<file path="config.mk">
export PLATFORM = sky130hd
export DESIGN_NAME = dino_motion_ctrl
export DESIGN_NICKNAME = d
export VERILOG_FILES = /design/src/rtl/dino_motion_ctrl.sv
export SDC_FILE = /design/constraint.sdc
export NUM_CORES = 1
export LEC_CHECK = 0
export BUFFER_PORTS_ARGS = -buffer_cell sky130_fd_sc_hd__buf_2
export CORE_UTILIZATION = 35
export DETAILED_ROUTE_END_ITERATION = 8
export GPL_TIMING_DRIVEN = 1
export SYNTH_ARGS = -nofsm -noshare
export SYNTH_HDL_FRONTEND = slang
export SYNTH_SLANG_ARGS = --single-unit
export TNS_END_PERCENT = 20
</file>
<file path="constraint.sdc">
create_clock -name clk_i -period 4.49 [get_ports clk_i]
set_clock_uncertainty 0.15 [all_clocks]
set_input_delay 0.6735 -clock clk_i [delete_from_list [all_inputs] [get_ports clk_i]]
set_output_delay 0.6735 -clock clk_i [all_outputs]
set_load 0.05 [all_outputs]
</file>
<file path="src/rtl/dino_motion_ctrl.sv">
// Dinosaur game-state and jump-physics sequencer: owns sprite Y, velocity,
// the IDLE/RUN/RISE/FALL/DUCK/DEAD state machine and the survival score.
//
// Ports:
//   clk_i        system clock
//   rst_i        synchronous active-high reset
//   tick_i       physics time base (level); only its rising edge is used
//   jump_req_i   one-cycle jump/start pulse
//   duck_i       duck key held (level)
//   hit_i        collision flag (level)
//   restart_i    one-cycle pulse that leaves DEAD
//   dino_y_o     sprite top-left Y
//   state_o      0 IDLE, 1 RUN, 2 RISE, 3 FALL, 4 DUCK, 5 DEAD
//   airborne_o   state is RISE or FALL
//   game_over_o  state is DEAD
//   score_o      ticks survived, saturating
module dino_motion_ctrl #(
  parameter logic [8:0] GROUND_Y = 9'd240,
  parameter logic [5:0] JUMP_V0  = 6'd16,
  parameter logic [5:0] GRAVITY  = 6'd1,
  parameter logic [5:0] MAX_V    = 6'd31
) (
  input  logic        clk_i,
  input  logic        rst_i,
  input  logic        tick_i,
  input  logic        jump_req_i,
  input  logic        duck_i,
  input  logic        hit_i,
  input  logic        restart_i,
  output logic [8:0]  dino_y_o,
  output logic [2:0]  state_o,
  output logic        airborne_o,
  output logic        game_over_o,
  output logic [15:0] score_o
);

  typedef enum logic [2:0] {
    S_IDLE = 3'd0,
    S_RUN  = 3'd1,
    S_RISE = 3'd2,
    S_FALL = 3'd3,
    S_DUCK = 3'd4,
    S_DEAD = 3'd5
  } state_t;

  state_t      state_q, state_d;
  logic [8:0]  y_q, y_d;
  logic [5:0]  vel_q, vel_d;
  logic [15:0] score_q, score_d;
  logic        tick_q;

  logic        tk;
  logic [6:0]  g_w;
  logic [6:0]  vsum;
  logic [5:0]  vn;
  logic [9:0]  ysum;

  assign tk   = tick_i & ~tick_q;

  // Holding duck while falling doubles gravity (fast drop).
  assign g_w  = duck_i ? {GRAVITY, 1'b0}
                       : {1'b0, GRAVITY};
  assign vsum = {1'b0, vel_q} + g_w;
  assign vn   = (vsum > {1'b0, MAX_V}) ? MAX_V
                                       : vsum[5:0];
  // One spare bit so the landing test cannot wrap.
  assign ysum = {1'b0, y_q} + {4'd0, vn};

  always_ff @(posedge clk_i) begin
    if (rst_i) begin
      state_q <= S_IDLE;
      y_q     <= GROUND_Y;
      vel_q   <= '0;
      score_q <= '0;
      tick_q  <= 1'b0;
    end else begin
      state_q <= state_d;
      y_q     <= y_d;
      vel_q   <= vel_d;
      score_q <= score_d;
      tick_q  <= tick_i;
    end
  end

  always_comb begin
    state_d = state_q;
    y_d     = y_q;
    vel_d   = vel_q;
    score_d = score_q;
    unique case (state_q)
      S_IDLE: begin
        if (jump_req_i) state_d = S_RUN;
      end
      S_DEAD: begin
        if (restart_i) begin
          state_d = S_IDLE;
          y_d     = GROUND_Y;
          vel_d   = '0;
          score_d = '0;
        end
      end
      S_RUN, S_RISE, S_FALL, S_DUCK: begin
        if (hit_i) begin
          // Collision freezes everything for this cycle.
          state_d = S_DEAD;
        end else begin
          if (tk && score_q != 16'hFFFF)
            score_d = score_q + 16'd1;
          unique case (state_q)
            S_RUN: begin
              if (jump_req_i) begin
                state_d = S_RISE;
                vel_d   = JUMP_V0;
              end else if (duck_i) begin
                state_d = S_DUCK;
              end
            end
            S_DUCK: begin
              if (!duck_i) state_d = S_RUN;
            end
            S_RISE: begin
              if (tk) begin
                if ({3'd0, vel_q} > y_q) begin
                  // Top-of-screen clamp.
                  y_d     = '0;
                  vel_d   = '0;
                  state_d = S_FALL;
                end else begin
                  y_d = y_q - {3'd0, vel_q};
                  if (vel_q <= GRAVITY) begin
                    vel_d   = '0;
                    state_d = S_FALL;
                  end else begin
                    vel_d = vel_q - GRAVITY;
                  end
                end
              end
            end
            default: begin
              if (tk) begin
                if (ysum >= {1'b0, GROUND_Y}) begin
                  y_d     = GROUND_Y;
                  vel_d   = '0;
                  state_d = duck_i ? S_DUCK : S_RUN;
                end else begin
                  y_d   = ysum[8:0];
                  vel_d = vn;
                end
              end
            end
          endcase
        end
      end
      default: begin
        state_d = S_IDLE;
      end
    endcase
  end

  always_comb begin
    state_o     = state_q;
    dino_y_o    = y_q;
    score_o     = score_q;
    airborne_o  = (state_q == S_RISE) ||
                  (state_q == S_FALL);
    game_over_o = (state_q == S_DEAD);
  end

endmodule

</file>
==> results of run 1 <==
-- worst paths after layout --
check        slack, ns  cells after the start                      end             startpoint
max               0.19                     16  state_o[0]$_SDFFE_PP0P_                 duck_i
min               0.34                      2    vel_q[5]$_SDFFE_PP0P_  vel_q[5]$_SDFFE_PP0P_
max reg2reg       0.31                     14  state_o[0]$_SDFFE_PP0P_  vel_q[0]$_SDFFE_PP0P_
min reg2reg       0.34                      2    vel_q[5]$_SDFFE_PP0P_  vel_q[5]$_SDFFE_PP0P_
-- power by group through the flow --
stage / Clock [uW] / Sequential [uW] / Combinational (uW)
2_1_floorplan: 0 / 345 / 91.1
3_3_place_gp: 0 / 340 / 128
3_5_place_dp: 0 / 340 / 129
4_1_cts: 259 / 333 / 129
5_1_grt: 273 / 336 / 142
6_report: 249 / 333 / 130
-- Yosys cell counts, drive strengths merged (8+ instances only) --
cell     n
nand3   16
inv     22
nor2b    9
nor3    16
a21oi   27
clkbuf  12
nor2    34
o21ai   26
dfxtp   35
ha      18
xnor2   16
o21a     8
nand2   30
-- critical path, cell delays in order --
cell and delay, ns:
buf_2 0.09, inv_1 0.05, ha_1 0.22, fa_1 0.38, or4_1 0.50, nand2_1 0.12
nor2b_2 0.18, inv_1 0.05, ha_1 0.26, a21o_1 0.20, and3_2 0.22, o21a_1 0.22
o311ai_2 0.31, o41a_1 0.41, nand3_1 0.19, a221oi_1 0.28
-- state kept, by name, summed over array words and instances (netlist names) --
signal	flops
dino_y_o	9
score_o	16
state_o	3
tick_q	1
vel_q	6
-- per-stage QoR --
stage	cell area, um2	hold WS, ns
floorplan	2720	0.295
global placement	3070	0.319
detailed placement	3070	0.322
CTS	3170	0.339
global route	3170	0.364
finish	3170	0.337
-- per-layer routing --
| metal | routed length (um) | vias up |
|---|---|---|
| met1 | 3630 | 1297 |
| met4 | 99 | 0 |
| met3 | 270 | 10 |
| li1 | - | 1386 |
| met5 | 0 | - |
| met2 | 3300 | 55 |
-- cells by family (layout without fill, tap and decap cells) --
logic type / after synthesis / after routing
adder cells (fa/ha/maj): 21 / 21
XOR/XNOR: 23 / 23
flip-flops: 35 / 35
multiplexers: 1 / 1
AND/OR/NAND/NOR: 142 / 142
other: 1 / 1
AO/OA/AOI/OAI: 102 / 102
buffers and inverters: 36 / 80
-- layout make-up --
cell class / instances / area, um2 / share of cell area (%)
clock inverters: 3 / 23.8 / 0.750
well taps: 99 / 124 / 3.91
repair buffers: 50 / 285 / 9.00
flip-flops and latches: 35 / 701 / 22.1
inverters: 22 / 82.6 / 2.61
clock buffers: 5 / 68.8 / 2.17
multi-input cells: 290 / 1880 / 59.4
==> out/qor.csv, run 1 <==
stage,metric,value,unit
die,Die Y,90.2,um
sta,PnR worst setup slack,0.194,ns
placement,RePlAce Congestion,0.968,
placement,Detail Placement HPWL,5620,um
logic_synthesis,Syn Nets,389,
layout,Layout area overhead,16.4,%
layout,fin cells,504,
hold_path,Hold Crit Class,flop to flop,
power_and_ir_drop,clock power share,35.0,%
placement,Place WS,-0.190,ns
global_route,global-route met1 utilization,25.2,%
sta,Max Fclk,0.233,GHz
clocking,root buffer cell,clkbuf_8,
logic_synthesis,compound-gate portion of the synthesized area,24.6,%
critical_path,worst path arrival time,4.35,ns
sta,Total Neg Setup Slack,0,ns
clocking,TritonCTS clock tree,built,
logic_synthesis,mux cell area share after synthesis,0.368,%
power_and_ir_drop,LEAKAGE,0.00127,uW
layout,layout cells sized above 1,16.5,%
detailed_routing,via count,2748,
global_route,gr ovfl total,0,
detailed_routing,antenna-violating nets left,0,
power_and_ir_drop,register share of total power,46.8,%
layout,diodes inserted,0,
global_route,initial antenna violation count,0,
logic_synthesis,Adder-Cell Fraction of Synth Area,10.5,%
clocking,clk sinks,35,
sta,period utilization,95.7,%
power_and_ir_drop,peak supply drop,0.0886,mV
die,Initial Util,36.9,%
sta,Slew Limit Fails,0,
critical_path,data required time of the critical path,4.54,ns
critical_path,Worst setup EP type,flop,
run,max cap viols,0,
power_and_ir_drop,switching power,238,uW
die,die width,90.2,um
clocking,cts bufs inserted,5,
logic_synthesis,top cell type's share of synthesized area,25.7,%
global_route,largest net degree at the start of global routing,24,
logic_synthesis,Post-synth EDFFs,0,
layout,Final Util,43.0,%
critical_path,worst-path fanout max,8,
clocking,hold buffers post-CTS,0,
logic_synthesis,synthesized flop and latch total,35,
die,IO Pins,37,
sta,final count of hold timing violations,0,
status,status,completed,
clocking,Max Buffers Root-to-Sink,2,
logic_synthesis,XOR/XNOR Fraction of Synth Area,7.40,%
placement,port buffer count,36,
power_and_ir_drop,Logic pwr share,18.2,%
critical_path,CP Launch Type,primary input,
logic_synthesis,"Seq/Total Area, Yosys",25.7,%
sta,minimum clock period,4.30,ns
global_route,GRT busiest layer,met2,
clocking,clock slew at reported path FFs,0.09,ns
die,core box area,7370,um2
global_route,first-pass GRT wire length,12400,um
sta,relative slew slack,48.2,%
logic_synthesis,syn_area_per_cell,7.54,um2
logic_synthesis,Synth area leaders,"dfxtp_1, ha_1, xnor2_1, a21oi_1, nor2_1",
sta,RSZ-0062 raised after global routing,yes,
global_route,GRT Util Overall,18.6,%
logic_synthesis,Synth Cell Area,2720,um2
detailed_routing,vias per cell,5.45,
layout,Filler Cell Count,783,
clocking,postcts setup bufs,0,
logic_synthesis,"Distinct cells, synth",56,
logic_synthesis,ys flop type,dfxtp_1,
sta,Worst Tran Pin Value,0.770,ns
logic_synthesis,Syn. warnings,0,
detailed_routing,Initial DRC Count,72,
global_route,routing usage on met3,2.71,%
power_and_ir_drop,power density over cell area,225,nW/um2
detailed_routing,DRC errors left,0,
logic_synthesis,largest family of logic cells by synthesized area,simple AND/OR/NAND/NOR gates,
sta,final setup violation count,0,
die,Core Rows,31,
logic_synthesis,Gate Count Post-Synth,361,
power_and_ir_drop,internal cell power,474,uW
layout,"most common cell after layout, fill and taps aside",buf_2,
clocking,htree depth,2,
detailed_routing,iteration count of the initial detailed-routing pass,4,
global_route,via count of the first global-routing pass,2579,
clocking,cts repair resizes,0,
layout,Layout Nets,432,
logic_synthesis,Simple-Gate Fraction of Synth Area,26.2,%
critical_path,Setup CP Type,primary input to flop,
power_and_ir_drop,Sw Share,33.4,%
detailed_routing,drt total wl,7300,um
global_route,GRT met2 Usage,30.2,%
placement,DP Cell Count,496,
logic_synthesis,async set-reset flop share out of synthesis,0,%
clocking,"Clk Latency, worst-skew pair",0.29,ns
detailed_routing,WL/cell,14.5,um
die,DIE AREA,8130,um2
layout,most frequent cells in the layout,"buf_2, dfxtp_1, nor2_1, nand2_1, a21oi_1",
power_and_ir_drop,Pwr Total,712,uW
logic_synthesis,Yosys top cell by area,dfxtp_1,
Power figures use the tool's default switching activity.
==> inputs of run 2 (changes only) <==
Settings changed: ABC_AREA set to 1.
==> run 2 against run 1 <==
Compared with the run above: final area rose by 7.9%; utilization fell by 2.2 points; total power rose to 2.7 times the previous value; cell count rose by 23%; clock power fell by 8%; sequential share of layout area fell by 1.6 points; combinational power rose to 9.7 times the previous value; synthesized area rose by 13%; sequential power rose by 30%; sequential cell count did not move.
==> out/qor.csv, run 2 <==
stage,metric,value,unit,change
layout,max reg flops,16,,unchanged
global_route,first-pass GRT wire length,13200,um,+6.9%
clocking,clk sinks,35,,unchanged
placement,RePlAce Congestion,0.899,,-7.1%
sta,final setup violation count,0,,unchanged
placement,Place WS,0.427,ns,+0.617 ns
detailed_routing,antenna-violating nets left,0,,unchanged
layout,Filler Cell Count,911,,+16%
logic_synthesis,mux cell area share after synthesis,0,%,-0.37 points
sta,Max Fclk,0.266,GHz,+14%
logic_synthesis,most common cell in the netlist,nand2_1,,
clocking,postcts setup bufs,0,,unchanged
placement,port buffer count,36,,unchanged
critical_path,Worst Reg-to-Reg Cells,25,,+11
layout,"most common cell after layout, fill and taps aside",nand2_1,,
power_and_ir_drop,clock power share,11.9,%,-23 points
detailed_routing,DRC errors left,0,,unchanged
power_and_ir_drop,peak supply drop,0.220,mV,+150%
detailed_routing,vias per cell,4.94,,-9.3%
layout,Final Util,40.8,%,-2.2 points
power_and_ir_drop,Sw Share,56.4,%,+23 points
logic_synthesis,async set-reset flop share out of synthesis,0,%,unchanged
layout,area taken by multi-input logic gates,2080,um2,+11%
logic_synthesis,largest family of logic cells by synthesized area,simple AND/OR/NAND/NOR gates,,
clocking,root buffer cell,clkbuf_8,,
sta,PnR worst setup slack,0.725,ns,+0.531 ns
power_and_ir_drop,Pwr Total,1920,uW,+170%
critical_path,CP Launch Type,primary input,,
logic_synthesis,Synth Cell Area,3090,um2,+13%
sta,final count of hold timing violations,0,,unchanged
critical_path,Setup CP Type,primary input to flop,,
power_and_ir_drop,internal cell power,840,uW,+77%
logic_synthesis,Adder-Cell Fraction of Synth Area,9.24,%,-1.2 points
sta,RSZ-0062 raised after global routing,no,,
die,Initial Util,36.8,%,-0.10 points
clocking,htree depth,2,,unchanged
logic_synthesis,ys flop type,dfxtp_1,,
clocking,cts repair resizes,0,,unchanged
power_and_ir_drop,LEAKAGE,0.00160,uW,+26%
logic_synthesis,"Distinct cells, synth",45,,-20%
logic_synthesis,compound-gate portion of the synthesized area,14.5,%,-10 points
layout,Seq. cell area,701,um2,unchanged
critical_path,"slowest stage cell, crit path",fa_1,,
logic_synthesis,Simple-Gate Fraction of Synth Area,37.9,%,+12 points
logic_synthesis,Synth area leaders,"dfxtp_1, nand2_1, ha_1, nand3_1, inv_1",,
detailed_routing,via count,3065,,+12%
placement,Detail Placement HPWL,6230,um,+11%
die,core box area,8380,um2,+14%
sta,worst hold slack,0.329,ns,-0.00860 ns
critical_path,Worst setup EP type,flop,,
logic_synthesis,Gate Count Post-Synth,481,,+33%
power_and_ir_drop,power density over cell area,563,nW/um2,+150%
status,status,completed,,
global_route,gr ovfl total,0,,unchanged
run,max cap viols,0,,unchanged
logic_synthesis,top cell types by occurrence after synthesis,"nand2_1, inv_1, nor2_1, nand3_1, a21oi_1",,
global_route,GRT Util Overall,18.5,%,-0.11 points
clocking,clock slew at reported path FFs,0.07,ns,-0.02 ns
layout,Layout Nets,542,,+25%
critical_path,most frequent cell on the critical path,nand2_1,,
hold_path,Hold Crit Class,flop to flop,,
logic_synthesis,Post-synth EDFFs,0,,unchanged
power_and_ir_drop,register share of total power,22.5,%,-24 points
logic_synthesis,top cell type's share of synthesized area,22.7,%,-3.0 points
clocking,"Clk Latency, worst-skew pair",0.29,ns,about the same
logic_synthesis,synthesized flop and latch total,35,,unchanged
logic_synthesis,"Seq/Total Area, Yosys",22.7,%,-3.0 points
die,Die Y,95.9,um,+6.4%
critical_path,Crit path largest cell delay,0.42,ns,-0.08 ns
clocking,hold buffers post-CTS,0,,unchanged
layout,Layout area overhead,10.7,%,
global_route,largest net degree at the start of global routing,25,,+4.2%
die,DIE AREA,9200,um2,+13%
global_route,initial antenna violation count,0,,unchanged
power_and_ir_drop,switching power,1080,uW,+360%
clocking,Max Buffers Root-to-Sink,2,,unchanged
clocking,TritonCTS clock tree,built,,
critical_path,data required time of the critical path,4.53,ns,about the same
detailed_routing,Initial DRC Count,154,,+110%
die,IO Pins,37,,unchanged
critical_path,worst-path fanout max,8,,unchanged
logic_synthesis,XOR/XNOR Fraction of Synth Area,5.67,%,-1.7 points
critical_path,worst path arrival time,3.80,ns,-0.55 ns
die,Core Rows,33,,+6.5%
logic_synthesis,Yosys top cell by area,dfxtp_1,,
global_route,via count of the first global-routing pass,2886,,+12%
sta,minimum clock period,3.77,ns,-0.531 ns
power_and_ir_drop,Logic pwr share,65.5,%,+47 points
layout,most frequent cells in the layout,"nand2_1, inv_1, nor2_1, nand3_1, a21oi_1",,
sta,period utilization,83.9,%,-12 points
sta,Total Neg Setup Slack,0,ns,unchanged
sta,Slew Limit Fails,0,,unchanged
hold_path,Hold Path Cell Cnt,1,,-1
detailed_routing,iteration count of the initial detailed-routing pass,4,,unchanged
logic_synthesis,Syn Nets,509,,+31%
critical_path,"Critical Path, Cell by Cell",buf_2 > inv_1 > ha_1 > fa_1 > nand3_1 > nor2_1 > nand2_1 > nand2_1 > a21oi_1 > inv_1 > ha_1 > or2_1 > nand3_1 > nand3_1 > a21oi_2 > nand2_2 > inv_1 > nand2_1 > nand2_1 > nand3_1 > nand2_1 > nand2_1,,
logic_synthesis,Syn. warnings,0,,unchanged
layout,diodes inserted,0,,unchanged
logic_synthesis,syn_area_per_cell,6.42,um2,-15%
detailed_routing,WL/cell,12.9,um,-11%
layout,layout cells sized above 1,15.9,%,-0.62 points
clocking,cts bufs inserted,5,,unchanged
detailed_routing,drt total wl,7990,um,+9.4%
die,die width,95.9,um,+6.4%
[run 2: changes by cell type after synthesis, moves of 9 or more]
cell,previous run,this run
a21oi_1,26,38
inv_1,22,53
nand2_1,30,119
nand3_1,16,45
nor2_1,34,49
nor2b_1,9,0
o21ai_0,25,14
o21ai_1,1,10
xnor2_1,16,5
[run 2: power by group through the flow]
stage	sequential, uW	combinational (uW)	clock [uW]
6_report	433	1260	230
5_1_grt	443	1420	247
4_1_cts	433	1260	238
3_5_place_dp	440	1250	0
3_3_place_gp	440	1250	0
2_1_floorplan	520	949	0
[run 2: worst max-delay path: cells and delay by family]
kind / cells / cell delay (ns)
buffers and inverters: 4 / 0.39
adder cells (fa/ha/maj): 3 / 0.95
AO/OA/AOI/OAI: 2 / 0.45
AND/OR/NAND/NOR: 13 / 1.33
[run 2: path summary, 6_finish.rpt]
kind / start / endpoint / slack (ns)
setup / recovery: duck_i / dino_y_o[7]$_SDFFE_PP1P_ / 0.72
hold / removal: score_o[6]$_SDFFE_PP0P_ / score_o[6]$_SDFFE_PP0P_ / 0.33
setup reg to reg: vel_q[0]$_SDFFE_PP0P_ / dino_y_o[7]$_SDFFE_PP1P_ / 0.90
hold reg to reg: score_o[6]$_SDFFE_PP0P_ / score_o[6]$_SDFFE_PP0P_ / 0.33
[run 2: logic make-up after synthesis]
logic type | Yosys count
compound gates | 76
buf+inv | 73
fa+ha+maj | 21
flops | 35
other cells | 1
xor+xnor | 20
simple gates | 255
[run 2: layer usage]
| metal | GRT usage, % | share of wire [%] |
|---|---|---|
| met1 | 23.7 | 47 |
| met2 | 32.6 | 49 |
| met3 | 3.00 | 3.3 |
| met4 | 4.10 | 0.76 |
| met5 | 0 | 0 |
[run 2: per-stage QoR]
stage               area [um2]  cells
floorplan                 3090    481
global placement          3330    612
detailed placement        3330    612
CTS                       3420    620
global route              3420    620
finish                    3420    620
[run 2: cell type report]
cell class,instances,share of cell area [%]
Sequential cell,35,20.5
Tap cell,105,3.84
Multi-Input combinational cell,373,60.9
Inverter,63,6.99
Clock buffer,6,2.12
Clock inverter,2,0.366
Timing Repair Buffer,36,5.27
==> inputs of run 3 (changes only) <==
Settings changed: ABC_AREA 1 to 0.
Clock period 4.49 ns to 3.29 ns, I/O delays scaled along.
==> run 3 against run 2 <==
Compared with the run above: the run now ends with negative setup slack left; sequential share of layout area decreased by 0.59 points; sequential power increased by 3%; cell count decreased by 15%; largest power group is now registers; setup slack got worse by 1.2 ns; utilization increased by 7.1 points; final area increased by 3.1%; total power decreased by 48%; global-route usage increased by 1.1 points.
==> out/qor.csv, run 3 (same netlist as run 1, synthesis figures left out) <==
stage,metric,value,unit,change
status,status,"finished, violations left",,
status,failing checks,negative setup slack,,
layout,"most common cell after layout, fill and taps aside",buf_4,,
power_and_ir_drop,power density over cell area,284,nW/um2,-50%
layout,Layout area overhead,29.6,%,
detailed_routing,Initial DRC Count,118,,-23%
global_route,first-pass GRT wire length,13100,um,-0.73%
critical_path,Worst Reg-to-Reg Cells,14,,-44%
sta,relative slew slack,43.3,%,
run,max cap viols,0,,unchanged
layout,Final Util,47.8,%,+7.1 points
layout,Filler Cell Count,754,,-17%
global_route,GRT Util Overall,19.7,%,+1.1 points
hold_path,Hold Crit Class,primary input to flop,,
die,IO Pins,37,,unchanged
layout,Layout Nets,457,,-16%
placement,DP Cell Count,517,,-16%
critical_path,R2R Setup Slk,-0.44,ns,-1.34 ns
clocking,"Clk Latency, worst-skew pair",0.29,ns,about the same
detailed_routing,antenna-violating nets left,0,,unchanged
sta,RSZ-0062 raised after global routing,yes,,
critical_path,data required time of the critical path,3.33,ns,-1.20 ns
placement,Detail Placement HPWL,5850,um,-6.1%
clocking,TritonCTS clock tree,built,,
clocking,cts bufs inserted,5,,unchanged
placement,RePlAce Congestion,0.896,,-0.31%
detailed_routing,iteration count of the initial detailed-routing pass,4,,unchanged
hold_path,Hold Crit Endpoint,tick_q$_SDFF_PP0_,,
placement,port buffer count,36,,unchanged
detailed_routing,vias per cell,5.40,,+9.2%
global_route,initial antenna violation count,0,,unchanged
detailed_routing,DRC errors left,0,,unchanged
sta,Max Fclk,0.267,GHz,
sta,Worst Tran Pin Value,0.842,ns,
die,core box area,7370,um2,-12%
clocking,htree depth,2,,unchanged
sta,period utilization,114,%,
power_and_ir_drop,peak supply drop,0.200,mV,-8.9%
global_route,largest net degree at the start of global routing,21,,-16%
clocking,clock slew at reported path FFs,0.09,ns,+0.02 ns
layout,fin cells,529,,-15%
sta,PnR worst setup slack,-0.449,ns,-1.17 ns
layout,most frequent cells in the layout,"buf_4, buf_2, nor2_1, dfxtp_1, nand2_1",,
hold_path,Hold Path Origin,tick_i,,
global_route,via count of the first global-routing pass,2700,,-6.4%
critical_path,worst path arrival time,3.78,ns,-0.02 ns
die,die width,90.2,um,-6.0%
critical_path,Worst setup EP type,flop,,
detailed_routing,drt total wl,7670,um,-3.9%
critical_path,CP Launch Type,primary input,,
clocking,clk sinks,35,,unchanged
layout,diodes inserted,0,,unchanged
die,DIE AREA,8130,um2,-12%
layout,layout cells sized above 1,27.0,%,+11 points
detailed_routing,via count,2857,,-6.8%
clocking,Max Buffers Root-to-Sink,2,,unchanged
global_route,gr ovfl total,0,,unchanged
sta,final setup violation count,16,,+16
critical_path,Setup CP Type,primary input to flop,,
power_and_ir_drop,LEAKAGE,0.00142,uW,-11%
detailed_routing,WL/cell,14.5,um,+13%
critical_path,worst-path fanout max,8,,unchanged
clocking,hold buffers post-CTS,0,,unchanged
critical_path,Worst R2R Start,vel_q[0]$_SDFFE_PP0P_,,
sta,final count of hold timing violations,0,,unchanged
die,Core Rows,31,,-6.1%
sta,Slew Limit Fails,0,,unchanged
hold_path,Hold Path Cell Cnt,2,,+1
clocking,root buffer cell,clkbuf_8,,
die,Die Y,90.2,um,-6.0%
die,Initial Util,36.9,%,+0.10 points
sta,minimum clock period,3.74,ns,
critical_path,R2R Path End,vel_q[4]$_SDFFE_PP0P_,,
layout,max reg flops,16,,unchanged
-- run 3: cell types whose count changed in the layout (fill, tap and decap cells not counted), moves of 7 or more --
cell     delta
a21oi_1    -13
buf_4      +36
inv_1      -33
inv_2       -7
nand2_1    -92
nand3_1    -31
nor2_1     -15
nor2b_1     +7
o21a_1      +8
o21ai_0     +9
o21ai_1     -8
xnor2_1    +10
xor2_1      -8
-- run 3: how the worst max path moves through the flow --
stage                                startpoint                  endpoint  slack, ns
final                                    duck_i     vel_q[4]$_SDFFE_PP0P_      -0.45
after CTS                 vel_q[0]$_SDFFE_PP0P_   state_o[0]$_SDFFE_PP0P_      -0.48
after global routing                     duck_i   state_o[0]$_SDFFE_PP0P_      -0.59
after detailed placement                 duck_i     vel_q[0]$_SDFFE_PP0P_      -0.90
after floorplan                          duck_i   state_o[0]$_SDFFE_PP0P_      -0.45
after global placement                   duck_i  dino_y_o[1]$_SDFFE_PP0P_      -0.84
-- run 3: timing repair --
| item | 4_1_cts | 5_1_grt |
|---|---|---|
| gates cloned | 0 | 0 |
| setup buffers | 3 | 1 |
| gates resized for setup | 14 | 12 |
| endpoints found under the setup margin | 16 | 16 |
| pin swaps | 15 | 5 |
-- run 3: routing by layer --
layer  GRT usage, %  vias up  wire length [um]
met1           28.7     1333              3880
met3           3.13       15               300
met4           6.59        0               159
met5              0        -                 0
li1               -     1443                 -
met2           29.1       66              3330
-- run 3: where the power goes --
part	switching (uW)	leakage [uW]	internal, uW	total, uW
logic	134	0.00110	80.0	214
registers	13.7	0.000283	431	444
clock network	190	0.0000408	152	342
-- run 3: worst max-delay path: stages --
cell	delay, ns
buf_6	0.11
buf_6	0.12
ha_1	0.27
a21oi_1	0.19
buf_4	0.15
nand3_1	0.06
o21ai_1	0.08
nand2_1	0.12
ha_1	0.32
and2_4	0.18
a221o_1	0.32
o21a_1	0.23
or2_1	0.23
o41a_1	0.48
buf_4	0.21
a21oi_1	0.14
o21ai_1	0.06
-- run 3: area by class of cell --
type	instances	area, um2	area share [%]
clock buffers	5	68.8	1.95
well taps	99	124	3.51
multi-input cells	290	2020	57.3
clock inverters	3	23.8	0.674
flip-flops and latches	35	702	19.9
repair buffers	75	490	13.9
inverters	22	95.1	2.70
-- run 3: stage by stage --
stage / setup TNS, ns / hold slack, ns / power [uW] / setup slack (ns) / area [um2]
finish: -5.46 / 0.300 / 1000 / -0.449 / 3530
global route: -7.58 / 0.298 / 1050 / -0.585 / 3530
CTS: -6.06 / 0.300 / 1000 / -0.483 / 3460
detailed placement: -12.53 / 0.366 / 657 / -0.897 / 3300
global placement: -11.53 / 0.348 / 656 / -0.836 / 3300
floorplan: -5.67 / 0.295 / 601 / -0.449 / 2800
